==> src/rtl/apb_pkg.sv <==
// Shared APB definitions: master FSM states, default bus widths and the
// depth of the 32-word APB RAM that sits behind the master.
package apb_pkg;

  typedef enum logic [1:0] {
    IDLE   = 2'd0,
    SETUP  = 2'd1,
    ACCESS = 2'd2
  } apb_state_t;

  localparam int APB_AW    = 32;
  localparam int APB_DW    = 32;
  localparam int RAM_DEPTH = 32;

endpackage

==> src/rtl/rr_arbiter.sv <==
// Combinational round-robin picker: returns the first requesting client
// found when searching upward from last+1 with wrap, as a one-hot grant
// and as a binary index. The pointer register lives in the caller.
module rr_arbiter #(
  parameter int NREQ = 4,
  parameter int LW   = (NREQ > 1) ? $clog2(NREQ) : 1
) (
  input  logic [NREQ-1:0] req,
  input  logic [LW-1:0]   last,
  output logic [NREQ-1:0] grant,
  output logic [LW-1:0]   idx
);

  logic [LW-1:0] cand;
  logic          found;

  // Walk the clients in priority order starting just after the last winner.
  always_comb begin
    grant = '0;
    idx   = '0;
    found = 1'b0;
    cand  = '0;
    for (int k = 1; k <= NREQ; k++) begin
      cand = LW'((int'(last) + k) % NREQ);
      if (!found && req[cand]) begin
        found       = 1'b1;
        grant[cand] = 1'b1;
        idx         = cand;
      end
    end
  end

endmodule

==> src/rtl/apb_rr_master.sv <==
// Round-robin APB master: shares one APB slave between NREQ clients,
// sequences SETUP/ACCESS, and returns read data / error to the winner.
// A saturating watchdog bounds every ACCESS phase.
//
// Client handshake: a client raises req_valid with stable write/addr/wdata
// and holds them until the cycle in which its req_ready bit pulses; that
// pulse is the accept. Exactly one rsp_valid pulse later reports the result
// on the shared rsp_rdata/rsp_err, which are meaningful only in that cycle.
module apb_rr_master import apb_pkg::*; #(
  parameter int NREQ    = 4,
  parameter int AW      = APB_AW,
  parameter int DW      = APB_DW,
  parameter int TIMEOUT = 16
) (
  input  logic             pclk,
  input  logic             presetn,
  input  logic [NREQ-1:0]    req_valid,
  input  logic [NREQ-1:0]    req_write,
  input  logic [NREQ*AW-1:0] req_addr,
  input  logic [NREQ*DW-1:0] req_wdata,
  output logic [NREQ-1:0]    req_ready,
  output logic [NREQ-1:0]    rsp_valid,
  output logic [DW-1:0]      rsp_rdata,
  output logic               rsp_err,
  output logic               psel,
  output logic               penable,
  output logic               pwrite,
  output logic [AW-1:0]      paddr,
  output logic [DW-1:0]      pwdata,
  input  logic [DW-1:0]      prdata,
  input  logic               pready,
  input  logic               pslverr
);

  localparam int LW = (NREQ > 1) ? $clog2(NREQ) : 1;
  // With the watchdog disabled a 1-bit counter keeps the logic legal.
  localparam int CW = (TIMEOUT > 0) ? $clog2(TIMEOUT + 1) : 1;
  localparam logic [CW-1:0] CNT_MAX = '1;
  localparam logic [CW-1:0] CNT_TMO = CW'(TIMEOUT);

  apb_state_t      state;
  logic [LW-1:0]   last;
  logic [NREQ-1:0] gnt_oh;
  logic [CW-1:0]   wdog;

  logic [NREQ-1:0] arb_grant;
  logic [LW-1:0]   arb_idx;
  logic            timeout_hit;

  rr_arbiter #(
    .NREQ (NREQ),
    .LW   (LW)
  ) u_arb (
    .req   (req_valid),
    .last  (last),
    .grant (arb_grant),
    .idx   (arb_idx)
  );

  // pready has priority over the watchdog, so this is only consulted when
  // the slave has not answered.
  assign timeout_hit = (TIMEOUT != 0) && (wdog == CNT_TMO);

  // Master FSM: all bus and client outputs are registered here.
  always_ff @(posedge pclk or negedge presetn) begin
    if (!presetn) begin
      state     <= IDLE;
      last      <= LW'(NREQ - 1);
      gnt_oh    <= '0;
      wdog      <= '0;
      req_ready <= '0;
      rsp_valid <= '0;
      rsp_rdata <= '0;
      rsp_err   <= 1'b0;
      psel      <= 1'b0;
      penable   <= 1'b0;
      pwrite    <= 1'b0;
      paddr     <= '0;
      pwdata    <= '0;
    end else begin
      req_ready <= '0;
      rsp_valid <= '0;
      case (state)
        IDLE: begin
          psel    <= 1'b0;
          penable <= 1'b0;
          if (|arb_grant) begin
            pwrite    <= req_write[arb_idx];
            paddr     <= req_addr[int'(arb_idx)*AW +: AW];
            pwdata    <= req_wdata[int'(arb_idx)*DW +: DW];
            req_ready <= arb_grant;
            gnt_oh    <= arb_grant;
            last      <= arb_idx;
            psel      <= 1'b1;
            state     <= SETUP;
          end
        end
        SETUP: begin
          penable <= 1'b1;
          wdog    <= '0;
          state   <= ACCESS;
        end
        ACCESS: begin
          if (pready) begin
            rsp_valid <= gnt_oh;
            rsp_rdata <= pwrite ? '0 : prdata;
            rsp_err   <= pslverr;
            psel      <= 1'b0;
            penable   <= 1'b0;
            state     <= IDLE;
          end else if (timeout_hit) begin
            rsp_valid <= gnt_oh;
            rsp_rdata <= '0;
            rsp_err   <= 1'b1;
            psel      <= 1'b0;
            penable   <= 1'b0;
            state     <= IDLE;
          end else if (wdog != CNT_MAX) begin
            wdog <= wdog + 1'b1;
          end
        end
        default: state <= IDLE;
      endcase
    end
  end

endmodule

==> config.mk <==
export PLATFORM = sky130hd
export DESIGN_NAME = apb_rr_master
export DESIGN_NICKNAME = d
export VERILOG_FILES = /design/src/rtl/apb_pkg.sv /design/src/rtl/rr_arbiter.sv /design/src/rtl/apb_rr_master.sv
export SDC_FILE = /design/constraint.sdc
export NUM_CORES = 1
export LEC_CHECK = 0
export ABC_CLOCK_PERIOD_IN_PS = 4250
export CORE_MARGIN = 5
export CORE_UTILIZATION = 35
export CTS_CLUSTER_SIZE = 25
export DETAILED_ROUTE_END_ITERATION = 16
export DONT_BUFFER_PORTS = 1
export PLACE_DENSITY = 0.52
export SETUP_SLACK_MARGIN = 0.02
export SLEW_MARGIN = 20
export SYNTH_ARGS = -nofsm -noshare
export SYNTH_HDL_FRONTEND = slang
export SYNTH_SLANG_ARGS = --single-unit
==> constraint.sdc <==
create_clock -name pclk -period 4.25 [get_ports pclk]
set_input_delay 0.425 -clock pclk [delete_from_list [all_inputs] [get_ports pclk]]
set_output_delay 0.425 -clock pclk [all_outputs]
set_load 0.01 [all_outputs]
# Word-level counts from Yosys, hierarchy flattened
# Cells that the tools add are included.
# Widths: inputs -> output; s select.
# word_totals
reg_bits,121
out_inout_bits,108
# classes
shifts,2
bitwise,3
n_reduce_logical,22
n_eq_ne,9
muxes,52
addsub,5
n_lt_le_gt_ge,9
# op_table
operator,count
$shiftx 128x8->32,2
$mux 32,3
$mux 4,9
$mux 1,17
$lt 2x3->1 const B,5
$mux 5,3
$mux 2,7
$or 4x4->4,3
$bmux 1 s2,5
$pmux 5 s2,1
$reduce_and 2->1,5
$demux 1 s2,4
$ge 2x1->1 const B,4
$ne 2x2->1 const B,4
$logic_and 1x1->1,7
$pmux 2 s3,1
$reduce_bool 2->1,3
$add 5x1->5 const B,1
$eq 5x5->1 const B,1
$ne 5x5->1 const B,1
$add 2x1->2 const B,2
$add 2x2->2 const B,2
$reduce_and 4->1,1
$reduce_or 4->1,1
other kinds (8),10

# Longest topological paths before layout
# logic_depth
depth_word,16
depth_mapped,13
mapped_depth_nobuf,8

# Modules after synthesis
# From an unflattened synthesis, not the netlist that was laid out.
# unflattened
cells_unflattened,441
area_unflattened_um2,6826.5
# modules_own_cells
mod,cells_each,area_each_um2,instances
apb_rr_master,382,6336.1,1
rr_arbiter,59,490.5,1

# Worst setup path before layout
# Ideal clock, no wire load.
# synth_path
path_kind,reg-to-reg
start,register last[0]
end,register paddr[0]
synth_period_minus_slack_ns,3.523
path_stages_with_launch,14
path_buffers,5
slack_ns,0.727
t_arrival_ns,3.398
t_required_ns,4.125
path_cell_list,dfstp_2 buf_2 clkbuf_1 inv_1 ha_1 clkbuf_1 nand2b_1 o22ai_1 a2111oi_0 a31oi_1 o31a_1 buf_6 buf_6 mux2_4
# synth_between
elab_chain_cells,15
elab_cells_between_ends,55
# synth_lines
item,line,source
from (decl),apb_rr_master.sv:42,logic [LW-1:0] last;
from (signal assigned),apb_rr_master.sv:68,last <= LW'(NREQ - 1);
from (signal assigned),apb_rr_master.sv:93,last <= arb_idx;
branches (longest 15 deep; another with $add 2x1->2),--,
to (signal assigned),apb_rr_master.sv:89,paddr <= req_addr[int'(arb_idx)*AW +: AW];
to (decl),apb_rr_master.sv:28,"output logic [AW-1:0] paddr,"
# Several ways; the timed one is not identified. The select of a mux whose other input is x is not followed.
# A chain may end at the register's enable or synchronous reset.

# Worst setup path after layout
# layout_path
start,register last[0]
end,register pwdata[7]
# layout_between
elab_chain_cells,15
elab_cells_between_ends,55
# layout_lines
item,line,source
branches (longest 15 deep; another with $add 2x1->2),--,
to (signal assigned),apb_rr_master.sv:90,pwdata <= req_wdata[int'(arb_idx)*DW +: DW];
to (decl),apb_rr_master.sv:29,"output logic [DW-1:0] pwdata,"
# Several ways; the timed one is not identified. The select of a mux whose other input is x is not followed.

==> impl_results.md <==
* Vias per std cell at 5.390
* Average wire per standard cell at 23.92 µm
* Die Area at 24650 µm²
* Clk_skew at 11.60 ps
* Worst vdd ir at 556.4 µV
* Pint at 5.014 mW
* Worst-path clk slew at 60 ps
* Max Slew Vio Count at 0
* Mapped Nets at 978
* CORE AREA at 21150 µm²
* IO buf count at 0
* Worst Path Arrival at 4160 ps
* Vias in the first global route at 5268
* CTS root buf: clkbuf_16
* R2R Setup Slk at 380 ps
* Hold buffer count at cts at 2
* Initial core utilization at 35.76%
* NumNets Final at 952
* RSZ-0062 raised after global routing: false
* LEAKAGE at 4.044 nW
* Clk Latency, worst-skew pair at 420 ps
* Req. time, crit path at 4540 ps
* Synthesized flop and latch total at 121
* First-pass GRT wire length at 31950 µm
* Status: finished clean
* Post-synthesis async set-or-reset flop share at 100.0%
* Setup crit start kind: flop
* Post-Route WL at 22220 µm
* CTS tree: done
* Area growth syn-to-layout at 10.80%
* Tot GR Track Use at 16.98%
* DR vias at 5007
* # clock sinks at 121
* Die Width at 157.0 µm
* Placed insts at 895
* Main synth FF type: dfrtp_1
* Worst-margin pin slew at 752.9 ps
* Post-synth cell types at 49
* DRC Markers at 0
* Post-synthesis sequential area ratio at 40.06%
* Net Sw Frac at 40.21%
* Longest Clk Path Bufs at 2
* HPWL Detailed at 17000 µm
* Fillers at 2018
* EDFF count, synth at 0
* Endpoints failing setup at 0
* Syn Inst Count at 667
* CP Capture Type: flop
* Cts bufs inserted at 17
* Max-cap violations at 0
* DRT Pass-1 Iters at 4
* Combinational power share at 52.7%
* Yosys warns at 0
* Post-CTS setup buffer count at 0
* H-tree depth at 4
* Rows at 53
* Pwr dens at 1000 nW/µm²
* Fin. Hold Viols at 0
* GRT overflow at 0
* Critical path class: reg2reg
* Synth Cell Area at 7565 µm²
* Initial antenna violation count at 1
* Fmax achieved at 258.5 MHz
* Diodes inserted at 0
* Hold crit path type: in2reg
* Clk network pwr share at 17.4%
* Final period util at 91.02%
* P_sw at 3.371 mW
* DR iter-0 viols at 226
* Post-route ant nets at 0
* Finished Layout Cells at 929
* Sequential share of power at 29.9%
* Relative slew slack at 49.09%
* Die Y at 157.0 µm
* Largest net degree at the start of global routing at 122
* RePlAce Congestion at 0.8666
* PostCTS Resize Cnt at 0
* Tmin final at 3868 ps
* Worst-path maximum fanout at 37
* IO Pins at 408
* Setup TNS Final at 0 ps
* Layout cells sized above 1 at 18.20%
* Syn_area_per_cell at 11.34 µm²
layout make-up:
type	count	area [µm²]	area share (%)
clock buffer	17	425.4	5.075
tap	275	344.1	4.105
clock inverter	15	165.2	1.970
multi-input combinational	481	4252	50.72
timing repair buffer	8	120.1	1.433
sequential	121	3030	36.15
inverter	12	45.04	0.5374
cells in the mapped netlist, types with 3 or more instances:
cell,n,share of area (%)
a21oi_1,11,0.73
and3_1,9,0.74
buf_2,15,0.99
buf_6,8,1.2
clkbuf_1,29,1.4
dfrtp_1,119,39
ha_1,11,1.8
inv_1,11,0.55
mux2_1,3,0.45
mux2_4,65,13
mux2i_1,198,26
mux2i_2,3,0.55
nand2_1,74,3.7
nand2b_1,5,0.41
nor2_1,19,0.94
nor2b_1,3,0.25
nor4bb_1,3,0.40
o21ai_0,37,2.4
o22ai_1,8,0.66
registers in the layout (all words and copies together), names as in the netlist, 4 cells and up:
signal,cells
rsp_rdata,32
gnt_oh,4
req_ready,4
wdog,5
rsp_valid,4
paddr,32
pwdata,32
cell usage in the layout (no fill, tap or decap), types with 2 or more instances in the layout:
| cell type | Yosys | routed |
|---|---|---|
| a2111oi_0 | 2 | 2 |
| a2111oi_1 | 2 | 2 |
| a21oi_1 | 11 | 10 |
| a31oi_1 | 2 | 2 |
| and3_1 | 9 | 9 |
| and3b_1 | 2 | 2 |
| buf_12 | 0 | 3 |
| buf_4 | 0 | 3 |
| bufinv_16 | 0 | 2 |
| clkbuf_16 | 0 | 17 |
| clkinv_2 | 0 | 3 |
| clkinv_4 | 0 | 3 |
| clkinvlp_4 | 0 | 2 |
| dfrtp_1 | 119 | 119 |
| dfstp_2 | 2 | 2 |
| ha_1 | 11 | 11 |
| inv_1 | 11 | 11 |
| inv_6 | 0 | 3 |
| inv_8 | 0 | 2 |
| mux2_1 | 3 | 3 |
| mux2_2 | 2 | 2 |
| mux2_4 | 65 | 65 |
| mux2i_1 | 198 | 198 |
| mux2i_2 | 3 | 3 |
| nand2_1 | 74 | 74 |
| nand2b_1 | 5 | 5 |
| nor2_1 | 19 | 19 |
| nor2b_1 | 3 | 2 |
| nor4bb_1 | 3 | 2 |
| o21ai_0 | 37 | 37 |
| o22ai_1 | 8 | 8 |
routing by layer:
metal / vias up / wire length (µm) / GRT usage, %
met1: 2396 / 8182 / 19.54
met3: 21 / 2366 / 7.121
met2: 251 / 11400 / 29.48
met5: - / 13 / 0
met4: 2 / 261 / 4.015
li1: 2337 / - / -
worst max-delay path, stage by stage, from the launching register on:
cell and delay, ps:
dfstp_2 760, inv_1 180, ha_1 600, nand2b_1 160
o22ai_1 70, a2111oi_1 680, a31oi_1 210, o31a_2 340
buf_4 320, mux2_4 380
logic make-up (layout without fill, tap and decap cells):
kind of cell / Yosys count / count (layout) / synth area share, %
DFF: 121 / 121 / 40.06
muxes: 271 / 271 / 40.39
xor gates and xnor gates: 2 / 2 / 0.2316
and+or+nand+nor: 122 / 122 / 7.344
buffers and inverters: 65 / 52 / 4.267
AOI/OAI and AO/OA: 75 / 75 / 5.888
adders and majority gates: 11 / 11 / 1.819
per-stage QoR:
| step | power [mW] | worst slack [ps] | util [%] | instance area (µm²) | hold WS (ps) |
|---|---|---|---|---|---|
| after floorplan | 6.233 | 726.9 | - | 7565 | 129.4 |
| after detailed placement | 6.985 | 425.9 | 36.59 | 7740 | 133.4 |
| after global routing | 8.943 | 126.8 | 39.62 | 8382 | 120.3 |
| after global placement | 6.832 | 608.5 | 36.59 | 7740 | 134.0 |
| final | 8.385 | 381.7 | 39.62 | 8382 | 141.8 |
| after CTS | 8.513 | 406.3 | 39.56 | 8368 | 120.8 |
power by group through the flow:
stage / combinational [mW] / sequential [mW] / clock [mW]
after floorplan: 3.98 / 2.26 / 0
after CTS: 4.48 / 2.52 / 1.51
after global routing: 4.80 / 2.59 / 1.55
after detailed placement: 4.46 / 2.53 / 0
final: 4.42 / 2.51 / 1.46
after global placement: 4.29 / 2.54 / 0
path summary, 6_finish.rpt:
| kind | start | cells after the start | endpoint |
|---|---|---|---|
| worst max-delay path | last[0] | 9 | pwdata[7] |
| worst min-delay path | prdata[4] | 2 | rsp_rdata[4] |
| worst max register to register | last[0] | 9 | pwdata[7] |
| worst min register to register | gnt_oh[3] | 2 | rsp_valid[3] |
| max in group asynchronous | presetn | 2 | paddr[22] |
| min in group asynchronous | presetn | 2 | rsp_rdata[30] |
(Power assumes the default switching activity.)
